File: src/rtl/axi_sram_reader_pkg.sv
// Shared constants and types for the sequential SRAM read engine.
// The response codes match the AXI-Lite SRAM controller's encoding.
package axi_sram_reader_pkg;

    // AXI read response codes
    localparam logic [1:0] RESP_OKAY   = 2'b00;
    localparam logic [1:0] RESP_SLVERR = 2'b10;

    // Read engine FSM states
    typedef enum logic [1:0] {
        ST_IDLE = 2'd0,   // waiting for start
        ST_ADDR = 2'd1,   // presenting arvalid once FIFO space is available
        ST_RESP = 2'd2,   // rready high, waiting for the single outstanding beat
        ST_FIN  = 2'd3    // one-cycle done pulse
    } state_t;

endpackage

File: src/rtl/axi_sram_reader_sync_fifo.sv
// Small synchronous first-word-fall-through FIFO.
// The head word is visible on pop_data whenever empty is low; pop_data
// reads as zero while the FIFO is empty so downstream sees a clean bus.
module sync_fifo #(
    parameter  int WIDTH = 16,
    parameter  int DEPTH = 8,
    localparam int AW    = (DEPTH > 1) ? $clog2(DEPTH) : 1,
    localparam int CW    = $clog2(DEPTH) + 1
) (
    input  logic             clk,
    input  logic             reset,
    input  logic             push,
    input  logic [WIDTH-1:0] push_data,
    input  logic             pop,
    output logic [WIDTH-1:0] pop_data,
    output logic             full,
    output logic             empty,
    output logic [CW-1:0]    count
);

    localparam logic [CW-1:0] DEPTH_C = CW'(DEPTH);

    logic [WIDTH-1:0] mem_q [DEPTH];
    logic [AW-1:0]    wr_ptr_q;
    logic [AW-1:0]    rd_ptr_q;
    logic [CW-1:0]    count_q;
    logic [CW-1:0]    count_d;
    logic             do_push;
    logic             do_pop;

    assign full    = (count_q == DEPTH_C);
    assign empty   = (count_q == '0);
    assign count   = count_q;

    // Pushing into a full FIFO or popping an empty one is silently ignored
    assign do_push = push && !full;
    assign do_pop  = pop && !empty;

    assign pop_data = empty ? '0 : mem_q[rd_ptr_q];

    // Occupancy: simultaneous push and pop leave the count unchanged
    always_comb begin
        count_d = count_q;
        case ({do_push, do_pop})
            2'b10:   count_d = count_q + CW'(1);
            2'b01:   count_d = count_q - CW'(1);
            default: count_d = count_q;
        endcase
    end

    // Storage array; no reset so it can map onto RAM resources
    always_ff @(posedge clk) begin
        if (do_push) begin
            mem_q[wr_ptr_q] <= push_data;
        end
    end

    // Pointer and occupancy registers; pointers wrap since DEPTH is a power of two
    always_ff @(posedge clk) begin
        if (reset) begin
            wr_ptr_q <= '0;
            rd_ptr_q <= '0;
            count_q  <= '0;
        end else begin
            if (do_push) begin
                wr_ptr_q <= wr_ptr_q + AW'(1);
            end
            if (do_pop) begin
                rd_ptr_q <= rd_ptr_q + AW'(1);
            end
            count_q <= count_d;
        end
    end

endmodule

File: src/rtl/axi_sram_reader.sv
// Sequential AXI-Lite read master: reads len consecutive words starting at
// base_addr, one outstanding beat at a time, into an output FIFO. A read
// address is only issued when the FIFO has room for its data, so the
// consumer may stall indefinitely without any risk of overflow.
module axi_sram_reader
    import axi_sram_reader_pkg::*;
#(
    parameter int AXI_ADDR_WIDTH = 20,
    parameter int AXI_DATA_WIDTH = 16,
    parameter int LEN_WIDTH      = 16,
    parameter int FIFO_DEPTH     = 8
) (
    input  logic                      clk,
    input  logic                      reset,
    input  logic                      start,
    input  logic [AXI_ADDR_WIDTH-1:0] base_addr,
    input  logic [LEN_WIDTH-1:0]      len,
    output logic                      busy,
    output logic                      done,
    output logic                      err,
    output logic [AXI_ADDR_WIDTH-1:0] m_axi_araddr,
    output logic                      m_axi_arvalid,
    input  logic                      m_axi_arready,
    input  logic [AXI_DATA_WIDTH-1:0] m_axi_rdata,
    input  logic [1:0]                m_axi_rresp,
    input  logic                      m_axi_rvalid,
    output logic                      m_axi_rready,
    output logic [AXI_DATA_WIDTH-1:0] out_data,
    output logic                      out_valid,
    input  logic                      out_ready
);

    localparam int              CW      = $clog2(FIFO_DEPTH) + 1;
    localparam logic [CW-1:0]   DEPTH_C = CW'(FIFO_DEPTH);

    state_t                      state_q;
    state_t                      state_d;
    logic [AXI_ADDR_WIDTH-1:0]   addr_q;
    logic [AXI_ADDR_WIDTH-1:0]   addr_d;
    logic [LEN_WIDTH-1:0]        remaining_q;
    logic [LEN_WIDTH-1:0]        remaining_d;
    logic                        err_q;
    logic                        err_d;

    logic                        start_ok;
    logic                        ar_fire;
    logic                        r_fire;
    logic                        last_word;

    logic                        fifo_push;
    logic                        fifo_pop;
    logic                        fifo_full;
    logic                        fifo_empty;
    logic [CW-1:0]               fifo_count;

    assign start_ok  = (state_q == ST_IDLE) && start;
    assign ar_fire   = m_axi_arvalid && m_axi_arready;
    assign r_fire    = (state_q == ST_RESP) && m_axi_rvalid;
    assign last_word = (remaining_q == LEN_WIDTH'(1));

    // The full guard is redundant with the space check before AR, but keeps
    // the FIFO safe against a misbehaving slave returning unrequested data.
    assign fifo_push = r_fire && !fifo_full;
    assign fifo_pop  = out_valid && out_ready;

    sync_fifo #(
        .WIDTH (AXI_DATA_WIDTH),
        .DEPTH (FIFO_DEPTH)
    ) u_fifo (
        .clk       (clk),
        .reset     (reset),
        .push      (fifo_push),
        .push_data (m_axi_rdata),
        .pop       (fifo_pop),
        .pop_data  (out_data),
        .full      (fifo_full),
        .empty     (fifo_empty),
        .count     (fifo_count)
    );

    // FSM state register
    always_ff @(posedge clk) begin
        if (reset) begin
            state_q <= ST_IDLE;
        end else begin
            state_q <= state_d;
        end
    end

    // FSM next-state logic
    always_comb begin
        state_d = state_q;
        case (state_q)
            ST_IDLE: begin
                if (start) begin
                    state_d = (len != '0) ? ST_ADDR : ST_FIN;
                end
            end
            ST_ADDR: begin
                if (ar_fire) begin
                    state_d = ST_RESP;
                end
            end
            ST_RESP: begin
                if (m_axi_rvalid) begin
                    state_d = last_word ? ST_FIN : ST_ADDR;
                end
            end
            ST_FIN: begin
                state_d = ST_IDLE;
            end
            default: begin
                state_d = ST_IDLE;
            end
        endcase
    end

    // FSM outputs; arvalid only depends on FIFO space, which can only grow
    // while in ADDR, so once raised it holds until the handshake
    always_comb begin
        busy          = (state_q != ST_IDLE);
        done          = 1'b0;
        m_axi_arvalid = 1'b0;
        m_axi_rready  = 1'b0;
        case (state_q)
            ST_ADDR: m_axi_arvalid = (fifo_count < DEPTH_C);
            ST_RESP: m_axi_rready  = 1'b1;
            ST_FIN:  done          = 1'b1;
            default: ;
        endcase
    end

    // Address, remaining-length and sticky error next-state values
    always_comb begin
        addr_d      = addr_q;
        remaining_d = remaining_q;
        err_d       = err_q;
        if (start_ok) begin
            err_d = 1'b0;
            if (len != '0) begin
                addr_d      = base_addr;
                remaining_d = len;
            end
        end else if (r_fire) begin
            addr_d      = addr_q + AXI_ADDR_WIDTH'(1);
            remaining_d = remaining_q - LEN_WIDTH'(1);
            if (m_axi_rresp != RESP_OKAY) begin
                err_d = 1'b1;
            end
        end
    end

    // Datapath registers
    always_ff @(posedge clk) begin
        if (reset) begin
            addr_q      <= '0;
            remaining_q <= '0;
            err_q       <= 1'b0;
        end else begin
            addr_q      <= addr_d;
            remaining_q <= remaining_d;
            err_q       <= err_d;
        end
    end

    assign m_axi_araddr = addr_q;
    assign err          = err_q;
    assign out_valid    = !fifo_empty;

endmodule

File: config.mk
export PLATFORM = sky130hd
export DESIGN_NAME = axi_sram_reader
export DESIGN_NICKNAME = d
export VERILOG_FILES = /design/src/rtl/axi_sram_reader_pkg.sv /design/src/rtl/axi_sram_reader_sync_fifo.sv /design/src/rtl/axi_sram_reader.sv
export SDC_FILE = /design/constraint.sdc
export NUM_CORES = 1
export LEC_CHECK = 0
export CAP_MARGIN = 10
export CORE_MARGIN = 3
export CORE_UTILIZATION = 60
export CTS_CLUSTER_SIZE = 25
export DETAILED_ROUTE_END_ITERATION = 12
export PLACE_DENSITY = 0.9
export SYNTH_ARGS = -nofsm -noshare
export SYNTH_HDL_FRONTEND = slang
export SYNTH_SLANG_ARGS = --single-unit
File: constraint.sdc
create_clock -name clk -period 4.35 [get_ports clk]
set_input_delay 0.87 -clock clk [delete_from_list [all_inputs] [get_ports clk]]
set_output_delay 0.87 -clock clk [all_outputs]
set_load 0.01 [all_outputs]
==> impl_metrics.ini, run 1 <==
[worst_setup_path]
cp_slowest_cell = dfxtp_2
path_cells = buf_12, mux4_2, mux2i_1, nor2_1, clkdlybuf4s50_1
critPathBufInv = 2
cp.arrival_ns = 2.74
crit_path_end_kind = output port
worst-path-max-fanout = 18
path_class = reg -> out
regToRegEndpoint = u_fifo.count[2]
r2r-start = state_q[1]
rr_worst_depth = 10
required_ns = 3.48
r2r_slack_ns = 1.48
cpPeakStageDelay_ns = 0.72
start_kind = flip-flop
cp_top_family = buffers and inverters

[route]
wire_per_inst_um = 22.76
avgViaCountPerCell = 6.546
vias = 5937
dr.pass1.iters = 6
drt_iter0_drc = 782
drt_wl_total_mm = 20.64
ant_nets = 0
drc = 0

[logic_synthesis]
synth-xor-area-share = 0.006565
synthMuxAreaShare = 0.1125
synth_largest_area_cell = edfxtp_1
synthAdderAreaFrac = 0.01250
synthTopCellsByArea = edfxtp_1 (48%), dfxtp_1 (13%), mux4_2 (9.0%)
syn_inst = 627
syn-num-nets = 695
synth_top_flop_cell = edfxtp_1
synth-seq-cells = 180
async_flop_share = 0
synth_top_family_by_area = simple AND/OR/NAND/NOR gates
synth_compound_area_frac = 0.1039
syn-cell-area_um2 = 8005
yosys_warnings = 0
synth_top_area_frac = 0.4802
ys_seq_area_frac = 0.6102
yosysUniqueCellTypes = 61
syn_avg_cell_area_um2 = 12.77
yosys.area_share.simple = 0.1280
synth-edff-count = 128

[sta]
slew_headroom = 0.2104
period_needed_ns = 3.613
finalSetupViolations = 0
clock-skew-final_ns = 0.01505
slew_violations = 0
tightest_slew_ns = 1.184
rsz0062_at_grt = false
post-route-period-util = 0.8306
hold_ws_ns = 0.4965
hold_viol_final = 0
tns_ns = 0
fmax_mhz = 276.8

[final_layout]
final_area_um2 = 9791
fin_cells = 907
layout-drive-gt1-share = 0.1390
fin_nets = 789
syn_to_final_growth_pct = 22.30
fillCellCount = 768

[global_route]
grt_pass1_wl_mm = 32.22
grt_pass1_vias = 5898
grt_max_degree = 53
grt_overflow = 0
grt_util_all_layers = 0.2898
antenna_found_initial = 1

[worst_hold_path]
hold_path.class = reg -> reg
hold_depth = 2
min-delay-start = remaining_q[7]
min_to = remaining_q[7]

[clock_network]
post_cts_buffers = 0
clk_latency_ns = 0.44
cts_buffer_depth = 2
ctsHoldBuffers = 0
cts-root-buf = clkbuf_16
clk_pin_slew_worst_paths_ns = 0.07
numCtsBuffers = 17
cts_htree_levels = 4
clkSinkCount = 180
cts-resized-gates = 0
tritoncts = built

[floorplanning]
die_h_um = 121.5
rows = 41
fp.dieArea_um2 = 14760
dieWidth_um = 121.5
initial_core_util = 0.6242
ios = 102
core_um2 = 12820

[power_and_ir_drop]
p_per_area_nw_per_um2 = 401.7
leakagePower_nw = 3.188
vdd_drop_max_mv = 0.2367

[placement]
port_buffers = 101
place_area_um2 = 9205
placedCellCount = 874
gp_congestion = 0.8742
hpwlAfterDp_mm = 12.20

[job]
drv_cap = 0

[run_status]
status = completed
==> metal layers <==
metal,part of all wire,track usage,vias to the layer above
met5,0,0,-
met4,0.036,0.1338,0
met3,0.077,0.05921,63
met2,0.52,0.4953,368
met1,0.37,0.3562,2916
li1,-,-,2590
==> worst reg2reg max path: stages (launching register included) <==
cell	delay, ns
dfxtp_1	0.51
nand3b_1	0.23
a21oi_1	0.39
inv_1	0.19
ha_1	0.30
xor2_1	0.24
ha_1	0.22
a21oi_1	0.07
xor2_1	0.17
or3_1	0.32
a21oi_1	0.15
==> sequential cells by signal, summed over array words and instances (netlist names), named ones only <==
name	cells
remaining_q	16
u_fifo.count	4
err	1
u_fifo.mem_q	128
u_fifo.rd_ptr_q	3
state_q	2
u_fifo.wr_ptr_q	3
m_axi_araddr	20
==> cell usage in the layout, fill, tap and decap left out, types with 10 or more instances in the layout <==
cell and n:
edfxtp_1 128, clkdlybuf4s50_1 100, nor2_1 62, nand2_1 54
dfxtp_1 51, a21oi_1 47, o21ai_0 35, mux4_2 32
mux2i_1 18, clkbuf_16 18, buf_4 14, nand3_1 13
nor3_1 10
==> cells by family after synthesis <==
group	count (synthesis)
compound gates	133
mux	50
flops	180
buf+inv	48
fa+ha+maj	8
xor+xnor	6
simple gates	202
==> through the flow <==
step / util / total power, mW / setup slack, ns
global route: 0.7634 / 4.048 / 0.5696
CTS: 0.7632 / 3.933 / 0.7023
detailed placement: 0.7178 / 2.431 / 0.7101
global placement: 0.7178 / 2.405 / 0.9378
finish: 0.7634 / 3.933 / 0.7370
floorplan: - / 2.237 / 1.203
==> power breakdown <==
group          switching (mW)  total (mW)  leakage (nW)  internal (mW)
clock network           0.672        1.52         0.296          0.845
registers              0.0599        1.93          1.58           1.87
logic                   0.262       0.486          1.32          0.224
total                   0.994        3.93          3.19           2.94
==> worst max path at each step <==
stage	start	endpoint	slack, ns	cells past startpoint
after floorplan	m_axi_rvalid	u_fifo.mem_q[2][0]	1.20	4
after global placement	m_axi_rvalid	u_fifo.count[2]	0.94	11
after detailed placement	m_axi_rvalid	u_fifo.count[2]	0.71	11
after CTS	flip-flop	out_data[11]	0.70	5
after global routing	flip-flop	out_data[2]	0.57	5
final	flip-flop	out_data[2]	0.74	5
==> cell type report <==
| class | instances | area (um2) | area share |
|---|---|---|---|
| flip-flops and latches | 180 | 4886 | 0.4990 |
| clock buffers | 19 | 464.2 | 0.04741 |
| inverters | 7 | 26.28 | 0.002684 |
| multi-input cells | 399 | 2947 | 0.3010 |
| well taps | 172 | 215.2 | 0.02198 |
| repair buffers | 116 | 1131 | 0.1155 |
| clock inverters | 13 | 118.9 | 0.01214 |
| diodes | 1 | 2.502 | 0.0002556 |
==> synth_stat cells (5+ instances only) <==
cell type    n
nor3_1      14
o31ai_1      6
nor2_1      62
ha_1         8
nand3_1     13
buf_2       17
a21oi_1     47
inv_1        7
a22o_1       7
mux2i_1     18
dfxtp_1     52
clkbuf_1    19
nand2_1     54
edfxtp_1   128
a211oi_1     9
nor4_1       7
mux4_2      32
xor2_1       5
nand4_1      7
and2_1       7
nor3b_1      5
o21ai_0     35
(Power assumes the default switching activity.)
==> run 2: changes to the inputs <==
Settings changed: CORE_UTILIZATION 60 to 50, PLACE_DENSITY 0.9 to 0.8.
Clock period 4.35 ns to 3 ns, I/O delays scaled along.
==> run 2 against run 1 <==
Against the previous run:
- global-route usage decreased by 7.7 points
- die area rose by 19%
- core utilization is 12 points lower
- critical endpoint is now out_data[1]
- final cell count rose by 4.7%
- power grew 41%
- highest routed layer unchanged
- clock power is 35% higher
==> impl_metrics.ini, run 2 (synthesis results as in run 1) <==
[job]
drv_cap = 0

[clock_network]
cts-root-buf = clkbuf_16
tritoncts = built
clk_latency_ns = 0.43
cts_buffer_depth = 2
numCtsBuffers = 17
cts-resized-gates = 0
clkSinkCount = 180
post_cts_buffers = 0
ctsHoldBuffers = 0
cts_htree_levels = 4
clk_pin_slew_worst_paths_ns = 0.07

[global_route]
grt_pass1_vias = 5635
grt_max_degree = 53
grt_util_all_layers = 0.2124
grt_pass1_wl_mm = 29.49
grt_overflow = 0
antenna_found_initial = 0

[floorplanning]
initial_core_util = 0.5189
core_um2 = 15430
rows = 45
dieWidth_um = 132.5
ios = 102
fp.dieArea_um2 = 17560
die_h_um = 132.5

[route]
ant_nets = 0
drt_iter0_drc = 434
wire_per_inst_um = 19.01
vias = 5574
drc = 0
drt_wl_total_mm = 18.06
avgViaCountPerCell = 5.867
dr.pass1.iters = 5

[sta]
period_needed_ns = 2.927
post-route-period-util = 0.9758
fmax_mhz = 341.6
finalSetupViolations = 0
clock-skew-final_ns = 0.009015
hold_viol_final = 0
tns_ns = 0
tightest_slew_ns = 0.9971
slew_headroom = 0.3353
rsz0062_at_grt = false
slew_violations = 0

[worst_setup_path]
crit_path_end_kind = output port
start_kind = flip-flop
path_class = reg -> out
worst-path-max-fanout = 16
required_ns = 2.40
r2r-start = u_fifo.count[3]
cp.arrival_ns = 2.33

[placement]
gp_congestion = 0.8777
hpwlAfterDp_mm = 11.39
port_buffers = 101

[worst_hold_path]
min-delay-start = remaining_q[15]
hold_path.class = reg -> reg

[final_layout]
final_util = 0.6389
diodes = 0
fin_nets = 795
syn_to_final_growth_pct = 23.13
layout-drive-gt1-share = 0.1434
layout_commonest_cell = edfxtp_1
top_register = u_fifo.mem_q
largest_register_ffs = 128
layout.cells.most_common_list = edfxtp_1 (128), clkdlybuf4s50_1 (100), nor2_1 (62), nand2_1 (54), dfxtp_1 (51)

[power_and_ir_drop]
leakagePower_nw = 3.185
p_per_area_nw_per_um2 = 560.6
vdd_drop_max_mv = 0.3922

[run_status]
status = completed
-- run 2: changes by cell type in the layout (fill, tap and decap cells not counted) --
cell,change
buf_4,+5
inv_6,+4
clkinvlp_4,+3
inv_4,-3
clkinv_2,-2
clkinv_4,-2
bufinv_16,-1
clkbuf_8,-1
clkinv_1,+1
diode_2,-1
inv_8,+1
-- run 2: worst paths after layout --
kind         slack (ns)  cells past startpoint         endpoint
min reg2reg        0.49                      2  remaining_q[15]
max                0.07                      5      out_data[1]
max reg2reg        0.49                     10  u_fifo.count[2]
min                0.49                      2  remaining_q[15]
-- run 2: layout make-up --
class                      instances  area, um2
fill                            1158       5570
tap                              211      264.0
clock buffer                      17      425.4
clock inverter                    14      115.1
sequential                       180       4886
multi-input combinational        399       2947
inverter                           7      26.28
timing repair buffer             122       1194
-- run 2: where the power goes --
part           switching [mW]  internal [mW]  leakage, nW
registers              0.0754           2.71         1.58
clock network           0.970           1.08        0.259
logic                   0.362          0.330         1.35
total                    1.41           4.12         3.19
-- run 2: critical path: stages, from the launching register on --
cell and delay [ns]:
dfxtp_2 0.40, buf_12 0.20, mux4_2 0.53, mux2i_1 0.19, nor2_1 0.08, clkdlybuf4s50_1 0.48
-- run 2: layer usage --
metal / global-route usage / up-vias / wire (um)
met4: 0.06640 / 0 / 272
li1: - / 2594 / -
met1: 0.2679 / 2713 / 7411
met3: 0.05970 / 25 / 1201
met5: 0 / - / 0
met2: 0.3582 / 242 / 9174
-- run 2: through the flow --
stage | hold WS [ns] | instance area, um2 | instances | setup slack [ns] | total power [mW]
finish | 0.4914 | 9857 | 950 | 0.07275 | 5.526
floorplan | 0.4540 | 8005 | 627 | 0.1233 | 3.244
detailed placement | 0.4723 | 9291 | 918 | 0.07212 | 3.520
CTS | 0.4867 | 9832 | 949 | 0.01448 | 5.552
global placement | 0.4676 | 9291 | 918 | 0.1874 | 3.494
global route | 0.5103 | 9857 | 950 | 0.007242 | 5.750
